==> src/rtl/debouncer_pkg.sv <==
// Shared limits for the debouncer slice: the smallest legal synchronizer depth
// and debounce count, plus a helper that checks both at elaboration.
package debouncer_pkg;

    localparam int MIN_SYNC_STAGES     = 2;
    localparam int MIN_DEBOUNCE_CYCLES = 1;

    function automatic bit params_ok(input int sync_stages, input int debounce_cycles);
        return (sync_stages >= MIN_SYNC_STAGES) && (debounce_cycles >= MIN_DEBOUNCE_CYCLES);
    endfunction

endpackage

==> src/rtl/debouncer_synchronizer.sv <==
// Multi-flop synchronizer for a single asynchronous level. Every flop resets
// to RESET_VALUE so the chain never emits a spurious edge out of reset.
module synchronizer
    import debouncer_pkg::*;
#(
    parameter int   STAGES      = 2,
    parameter logic RESET_VALUE = 1'b0
) (
    input  logic clock,
    input  logic resetn,
    input  logic d,
    output logic q
);

    if (STAGES < MIN_SYNC_STAGES) begin : g_bad_stages
        $error("synchronizer: STAGES must be >= %0d", MIN_SYNC_STAGES);
    end

    logic [STAGES-1:0] chain;

    always_ff @(posedge clock or negedge resetn) begin
        if (!resetn) chain <= {STAGES{RESET_VALUE}};
        else         chain <= {chain[STAGES-2:0], d};
    end

    assign q = chain[STAGES-1];

endmodule

==> src/rtl/debouncer.sv <==
// Debouncer: synchronizes a raw level, then accepts a new level only after
// DEBOUNCE_CYCLES consecutive identical synchronized samples.
module debouncer
    import debouncer_pkg::*;
#(
    parameter int   SYNC_STAGES     = 2,
    parameter int   DEBOUNCE_CYCLES = 16,
    parameter logic RESET_VALUE     = 1'b0
) (
    input  logic clock,
    input  logic resetn,
    input  logic signal_in,
    output logic signal_out,
    output logic pending
);

    if (!params_ok(SYNC_STAGES, DEBOUNCE_CYCLES)) begin : g_bad_params
        $error("debouncer: need SYNC_STAGES >= 2 and DEBOUNCE_CYCLES >= 1");
    end

    localparam int   CNT_W     = $clog2(DEBOUNCE_CYCLES + 1);
    localparam logic ST_STABLE  = 1'b0;
    localparam logic ST_PENDING = 1'b1;
    // Counter value on the edge before acceptance; reaching DEBOUNCE_CYCLES toggles.
    localparam logic [CNT_W-1:0] CNT_LAST = CNT_W'(DEBOUNCE_CYCLES - 1);
    localparam logic [CNT_W-1:0] CNT_ONE  = CNT_W'(1);

    typedef enum logic {
        STABLE  = ST_STABLE,
        PENDING = ST_PENDING
    } state_t;

    state_t           state;
    logic [CNT_W-1:0] cnt;
    logic             s;

    synchronizer #(
        .STAGES      (SYNC_STAGES),
        .RESET_VALUE (RESET_VALUE)
    ) u_sync (
        .clock  (clock),
        .resetn (resetn),
        .d      (signal_in),
        .q      (s)
    );

    always_ff @(posedge clock or negedge resetn) begin
        if (!resetn) begin
            state      <= STABLE;
            cnt        <= '0;
            signal_out <= RESET_VALUE;
            pending    <= 1'b0;
        end else begin
            case (state)
                STABLE: begin
                    if (s != signal_out) begin
                        if (DEBOUNCE_CYCLES == 1) begin
                            signal_out <= ~signal_out;
                        end else begin
                            state   <= PENDING;
                            cnt     <= CNT_ONE;
                            pending <= 1'b1;
                        end
                    end
                end
                PENDING: begin
                    if (s == signal_out) begin
                        // Glitch: the candidate level vanished, start over.
                        state   <= STABLE;
                        cnt     <= '0;
                        pending <= 1'b0;
                    end else if (cnt == CNT_LAST) begin
                        signal_out <= ~signal_out;
                        state      <= STABLE;
                        cnt        <= '0;
                        pending    <= 1'b0;
                    end else begin
                        cnt <= cnt + CNT_ONE;
                    end
                end
                default: begin
                    state   <= STABLE;
                    cnt     <= '0;
                    pending <= 1'b0;
                end
            endcase
        end
    end

endmodule

==> config.mk <==
export PLATFORM = sky130hd
export DESIGN_NAME = debouncer
export DESIGN_NICKNAME = d
export VERILOG_FILES = /design/src/rtl/debouncer_pkg.sv /design/src/rtl/debouncer_synchronizer.sv /design/src/rtl/debouncer.sv
export SDC_FILE = /design/constraint.sdc
export NUM_CORES = 1
export LEC_CHECK = 0
export CAP_MARGIN = 20
export CORE_AREA = 2 2 39 41
export DETAILED_ROUTE_END_ITERATION = 10
export DIE_AREA = 0 0 41 43
export PLACE_DENSITY_LB_ADDON = 0.2
export SYNTH_ARGS = -nofsm -noshare
export SYNTH_HDL_FRONTEND = slang
export SYNTH_SLANG_ARGS = --single-unit
==> constraint.sdc <==
create_clock -name clock -period 1.4 [get_ports clock]
set_input_delay 0.14 -clock clock [delete_from_list [all_inputs] [get_ports clock]]
set_output_delay 0.14 -clock clock [all_outputs]
set_load 0.01 [all_outputs]
==> results.toml, run 1 <==
[clocking]
hold_buffers = 0
clkLatencyLatePin_ns = 0.27
cts_buffers = 3
clkSlewWorstSetupHoldPaths_ns = 0.07
cts_tree = "yes"
cts.sinks = 10
cts_root_buffer = "clkbuf_4"
cts_max_level = 1
clk_path_buf_depth = 2

[critical_path]
cpPeakStageDelay_ns = 0.54
path_max_fanout = 3
critPathRequiredTime_ns = 1.26
critPathSlowestCell = "clkdlybuf4s50_1"
start_kind = "flop"
cp_top_family = "buffers and inverters"
crit_chain = "clkdlybuf4s50_1"
worst-path-buf-inv = 1
arrival_ns = 1.18
end_kind = "output pin"
path_class = "flop to output pin"

[route]
dr.pass1.iters = 2
avgViaCountPerCell = 5.200
wl_per_cell_um = 13.79
vias = 364
ant_nets = 0
drc = 0
routed_wl_um = 965
drt-initial-drc-count = 2

[floorplan]
dieArea_um2 = 1763
io_pins = 5
rows = 14
coreArea_um2 = 1384
die-height_um = 43
initial_utilization_pct = 32.64
die_w_um = 41

[logic_synthesis]
ys_ff_latch = 10
netlist_instances = 43
synth.avg_cell_area_um2 = 10.50
synth-seq-area-share_pct = 55.40
syn_nets = 47
synth_warnings = 0
mappedNetlistArea_um2 = 451.7
synth_cell_types = 17

[power]
leakage_nw = 0.2717
finalPower_w = 0.0006496
vdd_ir_drop_max_v = 0.0005833
power.density_nw_per_um2 = 1129

[grt]
grt_max_degree = 11
antenna_found_initial = 0
overflow = 0
grt_pass1_vias = 372
grt.total_usage_pct = 15.11
grt_pass1_wl_um = 1649

[flow_run]
cap_violations = 0

[cells_and_area]
final_core_util_pct = 41.59
mostFrequentLayoutCells = "dfrtp_1 (10), nand3_1 (8), nand2_1 (4), o21ai_0 (4), buf_4 (4)"
area_delta_synth_final_pct = 27.42
drive_gt1_share_pct = 14.81
nNetsFinal = 59
fin_cells = 70
diodes = 0
final_common_cell = "dfrtp_1"

[sta]
slew_headroom_pct = 69.26
min_period_ns = 1.316
tightest_slew_ns = 0.4597
holdWs_ns = 0.1842
finalCritPeriodShare_pct = 93.97
fin_skew_ns = 0.003451
maxSlewViolCount = 0
max_clock_freq_mhz = 760.1
final_hold_viol_count = 0
worst_slack_ns = 0.08441
setup_violations = 0

[worst_hold_path]
hp-class = "primary input to async pin"

[placement]
place_congestion = 0.7671
dp_slack_ns = 0.1456
portBuffers = 4
dp_hpwl_um = 621.6
dpl.cell_count = 65

[status]
status = "finished, final reports clean"
final timing paths:
kind                                 startpoint              end  slack [ns]  cells after the start
worst min-delay path                     resetn            state        0.18                      1
worst min register to register  u_sync.chain[0]  u_sync.chain[1]        0.36                      0
worst max register to register       signal_out           cnt[3]        0.12                      5
worst max-delay path                    pending          pending        0.08                      1
max in group asynchronous                resetn           cnt[1]        0.90                      1
min in group clock                    signal_in  u_sync.chain[0]        0.31                      1
final cells by class:
cell class | instances | area, um^2
multi-input cells | 30 | 188.9
flip-flops and latches | 10 | 250.2
inverters | 2 | 7.507
repair buffers | 8 | 72.57
clock buffers | 4 | 36.28
fillers | 142 | 808.3
well taps | 16 | 20.02
logic make-up after synthesis:
| kind of cell | count (synthesis) | share of synthesized area (%) |
|---|---|---|
| AND/OR/NAND/NOR | 19 | 24.65 |
| flip-flops | 10 | 55.40 |
| AO/OA/AOI/OAI | 8 | 10.53 |
| buffers and inverters | 3 | 2.770 |
| XOR/XNOR | 2 | 3.879 |
| adder cells (fa/ha/maj) | 1 | 2.770 |
registers in the layout, summed over array words and instances (netlist names):
register and count:
cnt 5, pending 1, signal_out 1, state 1, u_sync.chain 2
per-layer routing:
| metal | GRT usage [%] | vias to the layer above | wire (um) |
|---|---|---|---|
| met3 | 9.424 | 5 | 54 |
| met1 | 16.94 | 171 | 429 |
| met5 | 0 | - | 0 |
| met2 | 20.31 | 7 | 451 |
| li1 | - | 181 | - |
| met4 | 10.00 | 0 | 29 |
Yosys cell counts:
library cell / count / area share [%]
dfrtp_1: 10 / 55
nand3_1: 8 / 8.9
nand2_1: 4 / 3.3
o21ai_0: 4 / 4.4
nand4b_1: 3 / 5.8
inv_1: 2 / 1.7
nand4_1: 2 / 2.8
a21boi_0: 1 / 1.7
a21oi_1: 1 / 1.1
and4b_1: 1 / 2.2
buf_2: 1 / 1.1
ha_1: 1 / 2.8
o211ai_1: 1 / 1.7
o21a_1: 1 / 1.7
or4_1: 1 / 1.7
xnor2_1: 1 / 1.9
xor2_1: 1 / 1.9
per-stage QoR:
| step | setup TNS (ns) | cell area (um^2) |
|---|---|---|
| detailed placement | 0 | 529.3 |
| CTS | 0 | 565.5 |
| finish | 0 | 575.6 |
| global placement | 0 | 529.3 |
| global route | -0.002003 | 575.6 |
| floorplan | 0 | 451.7 |
where the power goes:
part | switching (W) | leakage [nW] | total (W) | internal (W)
registers | 0.0000157 | 0.127 | 0.000322 | 0.000306
clock network | 0.000103 | 0.0210 | 0.000261 | 0.000158
logic | 0.0000343 | 0.124 | 0.0000665 | 0.0000322
total | 0.000153 | 0.272 | 0.000650 | 0.000496
what timing repair did:
action / CTS / global route
setup endpoints to repair: 0 / 1
resized for setup: 0 / 1
buffers inserted: 0 / 1
Note: power is estimated with default switching activity, not from simulation.
==> inputs of run 2 (changes only) <==
SYNTH_HIERARCHICAL = 1   (was not set)
==> run 2 against run 1 <==
Worst hold slack worse by 0.0033 ns. Clock power fell by 3%. Fmax down 0.85%. Cell count decreased by 8.6%. Die area unchanged. Non-clock buffer count decreased by 1. Via count is 13% lower. Total power fell by 0.31%. Area after synthesis rose by 0.83%. Utilization down 0.18 points. First-iteration DRC count shrank 50%. Worst setup slack worse by 0.011 ns.
==> results.toml, run 2 <==
[status]
status = "finished, final reports clean"

[placement]
portBuffers = 4
dp_slack_ns = 0.06695
dpl.cell_count = 59
dp_hpwl_um = 571.3
place_congestion = 0.7407
place_area_um2 = 525.5

[logic_synthesis]
mappedNetlistArea_um2 = 455.4
synth_warnings = 6
netlist_instances = 38
synth_ff_type = "dfrtp_1"
synth-edff-count = 0
yosysMostFrequentCell = "dfrtp_1"
synth_top_area_cell = "dfrtp_1"
synth_common_cells = "dfrtp_1 (10), nand2_1 (4), nand3_1 (3), nor2_1 (3)"
synth.avg_cell_area_um2 = 11.99
synth-seq-area-share_pct = 54.95
ys_ff_latch = 10
async_flop_share_pct = 100.0
syn_nets = 42
synth_area_leaders = "dfrtp_1 (55%), xor2_1 (3.8%), o32ai_2 (3.6%)"
yosysTopAreaCellShare_pct = 54.95
synth_cell_types = 19

[critical_path]
cp_top_family = "buffers and inverters"
path_max_fanout = 3
reg2reg_depth = 4
r2r_end = "signal_out"
worst-path-stages = 1
path_class = "flop to output pin"
r2r_slack_ns = 0.07
start_kind = "flop"
critPathSlowestCell = "clkdlybuf4s50_1"
crit_chain = "clkdlybuf4s50_1"
arrival_ns = 1.19
worst-path-buf-inv = 1
end_kind = "output pin"
critPathRequiredTime_ns = 1.26
cpPeakStageDelay_ns = 0.55
rr_startpoint = "cnt[0]"

[cells_and_area]
largest_register_ffs = 5
multi_input_area_um2 = 200.2
drive_gt1_share_pct = 29.17
design_area_um2 = 573.1
regArea_um2 = 251.5
regMostFlops = "cnt"
diodes = 0
fill_cells = 138
nNetsFinal = 53
area_delta_synth_final_pct = 25.82
mostFrequentLayoutCells = "dfrtp_1 (9), nand2_1 (4)"
final_common_cell = "dfrtp_1"
fin_cells = 64
reg.largest.list = "cnt x5, u_sync/chain x2"

[power]
clkPwrFrac_pct = 38.9
vdd_ir_drop_max_v = 0.0005569
p_sw_share_pct = 22.06
power.density_nw_per_um2 = 1130
seqPwrFrac_pct = 50.2
combPwrFrac_pct = 10.9
p_int_w = 0.0005047
power_switching_w = 0.0001429
leakage_nw = 0.2645

[route]
vias = 317
ant_nets = 0
wl_per_cell_um = 12.11
routed_wl_um = 775
drt-initial-drc-count = 1
drc = 0
dr.pass1.iters = 2
avgViaCountPerCell = 4.953

[clocking]
clk_path_buf_depth = 2
clkLatencyLatePin_ns = 0.26
cts_max_level = 1
clkSlewWorstSetupHoldPaths_ns = 0.06
cts_root_buffer = "clkbuf_4"
cts_tree = "yes"
cts.sinks = 10
cts_buffers = 3

[sta]
setup_violations = 0
min_period_ns = 1.327
finalSetupTns_ns = 0
tightest_slew_ns = 0.4246
final_hold_viol_count = 0
rsz0062_at_grt = "false"
finalCritPeriodShare_pct = 94.77
worst_slack_ns = 0.07318
fin_skew_ns = 0.0005111
maxSlewViolCount = 0
slew_headroom_pct = 71.60
max_clock_freq_mhz = 753.7

[floorplan]
initial_utilization_pct = 32.91
die-height_um = 43
io_pins = 5
rows = 14
coreArea_um2 = 1384
die_w_um = 41
dieArea_um2 = 1763

[grt]
grt_pass1_wl_um = 1345
antenna_found_initial = 0
grt_max_degree = 13
overflow = 0
grt_pass1_vias = 336
grt.total_usage_pct = 12.54

[flow_run]
cap_violations = 0

[worst_hold_path]
hp-class = "primary input to async pin"
run 2: cell types whose count changed after synthesis, moves of 2 or more:
cell	before	now
nand4b_1	3	0
o21ai_0	4	2
nand4_1	2	0
nor2_1	0	3
nand3_1	8	3
inv_1	2	0
run 2: layout make-up:
type,count,share of cell area (%)
Sequential cell,10,43.89
Clock buffer,4,6.332
Timing Repair Buffer,7,11.35
Tap cell,16,3.493
Multi-Input combinational cell,27,34.93
run 2: layer usage:
layer | GRT usage (%) | up-vias | part of all wire, %
met5 | 0 | - | 0
met4 | 12.00 | 0 | 1.3
met3 | 6.283 | 2 | 3.0
met2 | 16.88 | 4 | 52
met1 | 13.18 | 157 | 43
li1 | - | 154 | -
run 2: stage by stage:
step           hold slack (ns)   power, W  util, %
2_1_floorplan          -0.1556  0.0003632        -
3_3_place_gp            0.3424  0.0003930    37.97
3_5_place_dp            0.3509  0.0003966    37.97
4_1_cts                 0.1891  0.0006534    40.69
5_1_grt                 0.2036  0.0006862    41.41
6_report                0.1809  0.0006476    41.41
run 2: cells by family (layout without fill, tap and decap cells):
family                     after synthesis  count (layout)  synth area share (%)
buffers and inverters                    1              11                 1.098
AOI/OAI and AO/OA                        8               8                 14.01
muxes                                    1               1                 2.472
xor gates and xnor gates                 4               4                 9.343
and+or+nand+nor                         13              13                 15.38
DFF                                     10              10                 54.95
adders and majority gates                1               1                 2.747
run 2: worst register-to-register path, cell delays in order, from the launching register on:
cell,delay [ns]
dfrtp_1,0.40
ha_1,0.22
and4b_4,0.21
nand2_1,0.07
mux2_2,0.32
run 2: power by group through the flow:
| stage | clock [W] | combinational [W] | sequential [W] |
|---|---|---|---|
| 2_1_floorplan | 0 | 0.0000377 | 0.000325 |
| 3_3_place_gp | 0 | 0.0000631 | 0.000330 |
| 3_5_place_dp | 0 | 0.0000649 | 0.000332 |
| 4_1_cts | 0.000262 | 0.0000651 | 0.000326 |
| 5_1_grt | 0.000279 | 0.0000793 | 0.000328 |
| 6_report | 0.000252 | 0.0000704 | 0.000325 |
run 2: worst max path at each step:
stage / from / endpoint / slack (ns)
after floorplan: cnt[0] / signal_out / 0.09
after global placement: cnt[0] / signal_out / 0.07
after detailed placement: cnt[0] / signal_out / 0.07
after CTS: signal_out / signal_out / 0.02
after global routing: cnt[0] / signal_out / 0.02
final: pending / pending / 0.07
run 2: what timing repair did:
item,CTS,global route
hold endpoints to repair,0,0
hold buffers,0,0
endpoints found under the setup margin,1,2
setup buffers,0,1
resized for setup,1,1
==> inputs of run 3 (changes only) <==
ABC_AREA = 1   (was not set)
==> run 3 against run 2 <==
Synthesized cell count is 47% higher. Die area did not move. Fmax is 2.7% higher. Largest cell class unchanged. Largest power group unchanged.
==> results.toml, run 3 <==
[status]
status = "finished, final reports clean"

[worst_hold_path]
hp-class = "primary input to async pin"

[logic_synthesis]
synth_ff_type = "dfrtp_1"
ys_ff_latch = 10
yosysTopAreaCellShare_pct = 52.77
synth_area_leaders = "dfrtp_1 (53%), nand2_1 (20%), inv_1 (4.7%)"
synth_common_cells = "nand2_1 (25), dfrtp_1 (10), inv_1 (6)"
yosysMostFrequentCell = "nand2_1"
synth_cell_types = 15
synth-seq-area-share_pct = 52.77
netlist_instances = 56
synth-edff-count = 0
syn_nets = 60
synth_warnings = 6
async_flop_share_pct = 100.0
mappedNetlistArea_um2 = 474.2
synth.avg_cell_area_um2 = 8.468
synth_top_area_cell = "dfrtp_1"

[cells_and_area]
area_delta_synth_final_pct = 19.00
drive_gt1_share_pct = 15.63
regMostFlops = "cnt"
diodes = 0
mostFrequentLayoutCells = "nand2_1 (25), dfrtp_1 (10), inv_1 (6)"
final_common_cell = "nand2_1"
reg.largest.list = "cnt x5, u_sync/chain x2"
largest_register_ffs = 5
nNetsFinal = 70

[sta]
setup_violations = 0
slew_headroom_pct = 70.02
min_period_ns = 1.292
final_hold_viol_count = 0
rsz0062_at_grt = "false"
tightest_slew_ns = 0.4483
fin_skew_ns = 0.007484
finalCritPeriodShare_pct = 92.32
maxSlewViolCount = 0
max_clock_freq_mhz = 773.7
finalSetupTns_ns = 0

[clocking]
cts_buffers = 3
clkSlewWorstSetupHoldPaths_ns = 0.07
clk_path_buf_depth = 2
ctsResizeCount = 0
cts_root_buffer = "clkbuf_4"
cts_max_level = 1
hold_buffers = 0
post_cts_buffers = 0
cts.sinks = 10
clkLatencyLatePin_ns = 0.26
cts_tree = "yes"

[route]
vias = 365
drc = 0
ant_nets = 0
routed_wl_um = 828
drt-initial-drc-count = 8
wl_per_cell_um = 10.35
dr.pass1.iters = 4
avgViaCountPerCell = 4.563

[floorplan]
rows = 14
dieArea_um2 = 1763
initial_utilization_pct = 34.27
die_w_um = 41
io_pins = 5
coreArea_um2 = 1384
die-height_um = 43

[critical_path]
path_max_fanout = 3
start_kind = "flop"
crit_chain = "clkdlybuf4s50_1"
critPathRequiredTime_ns = 1.26
critPathSlowestCell = "clkdlybuf4s50_1"
path_class = "flop to output pin"
cpPeakStageDelay_ns = 0.54
worst-path-buf-inv = 1
arrival_ns = 1.15
cp_top_family = "buffers and inverters"
end_kind = "output pin"

[flow_run]
cap_violations = 0

[grt]
grt.total_usage_pct = 13.15
grt_pass1_wl_um = 1511
antenna_found_initial = 0
overflow = 0
grt_pass1_vias = 357
grt_max_degree = 11

[power]
leakage_nw = 0.2894
vdd_ir_drop_max_v = 0.0005421
finalPower_w = 0.0005717
power.density_nw_per_um2 = 1013

[placement]
dp_hpwl_um = 651
portBuffers = 4
place_congestion = 0.7471
[run 3: worst paths after layout]
path,from,end,slack [ns],cells past startpoint
hold reg to reg,u_sync/chain[0],u_sync/chain[1],0.35,0
setup / recovery,pending,pending,0.11,1
setup reg to reg,cnt[0],cnt[3],0.19,6
min in group clock,signal_in,u_sync/chain[0],0.32,1
max in group asynchronous,resetn,pending,0.90,1
hold / removal,resetn,state,0.19,1
[run 3: logic make-up (layout without fill, tap and decap cells)]
logic type,count (synthesis),count (layout),synth area share (%)
AOI/OAI and AO/OA,3,3,3.956
and+or+nand+nor,35,35,34.04
xor gates and xnor gates,1,1,1.847
buffers and inverters,6,14,4.749
adders and majority gates,1,1,2.638
DFF,10,10,52.77
[run 3: per-layer routing]
metal	global-route usage (%)	up-vias	wire length [um]
li1	-	191	-
met1	16.55	163	398
met2	18.44	9	379
met3	4.712	2	39
met4	8.000	0	12
met5	0	-	0
[run 3: metrics by stage]
stage	utilization (%)	instance area, um^2	setup WS, ns	instances	hold WS [ns]
3_5_place_dp	38.61	534.3	0.1800	76	0.3458
6_report	40.78	564.3	0.1075	80	0.1900
3_3_place_gp	38.61	534.3	0.1953	76	0.3335
2_1_floorplan	-	474.2	0.3015	56	-0.1556
4_1_cts	40.24	556.8	0.03332	79	0.2130
5_1_grt	40.78	564.3	0.05756	80	0.2461
[run 3: power by group]
part | switching, W | leakage (nW) | internal, W
Combinational | 0.0000322 | 0.148 | 0.0000261
Clock | 0.0000913 | 0.0138 | 0.0000989
Sequential | 0.0000178 | 0.128 | 0.000305
Total | 0.000141 | 0.289 | 0.000430
[run 3: layout make-up]
| cell class | count | area, um^2 |
|---|---|---|
| Timing Repair Buffer | 5 | 47.55 |
| Inverter | 6 | 22.52 |
| Multi-Input combinational cell | 40 | 201.4 |
| Sequential cell | 10 | 250.2 |
| Fill cell | 142 | 819.5 |
| Clock buffer | 3 | 22.52 |
| Tap cell | 16 | 20.02 |
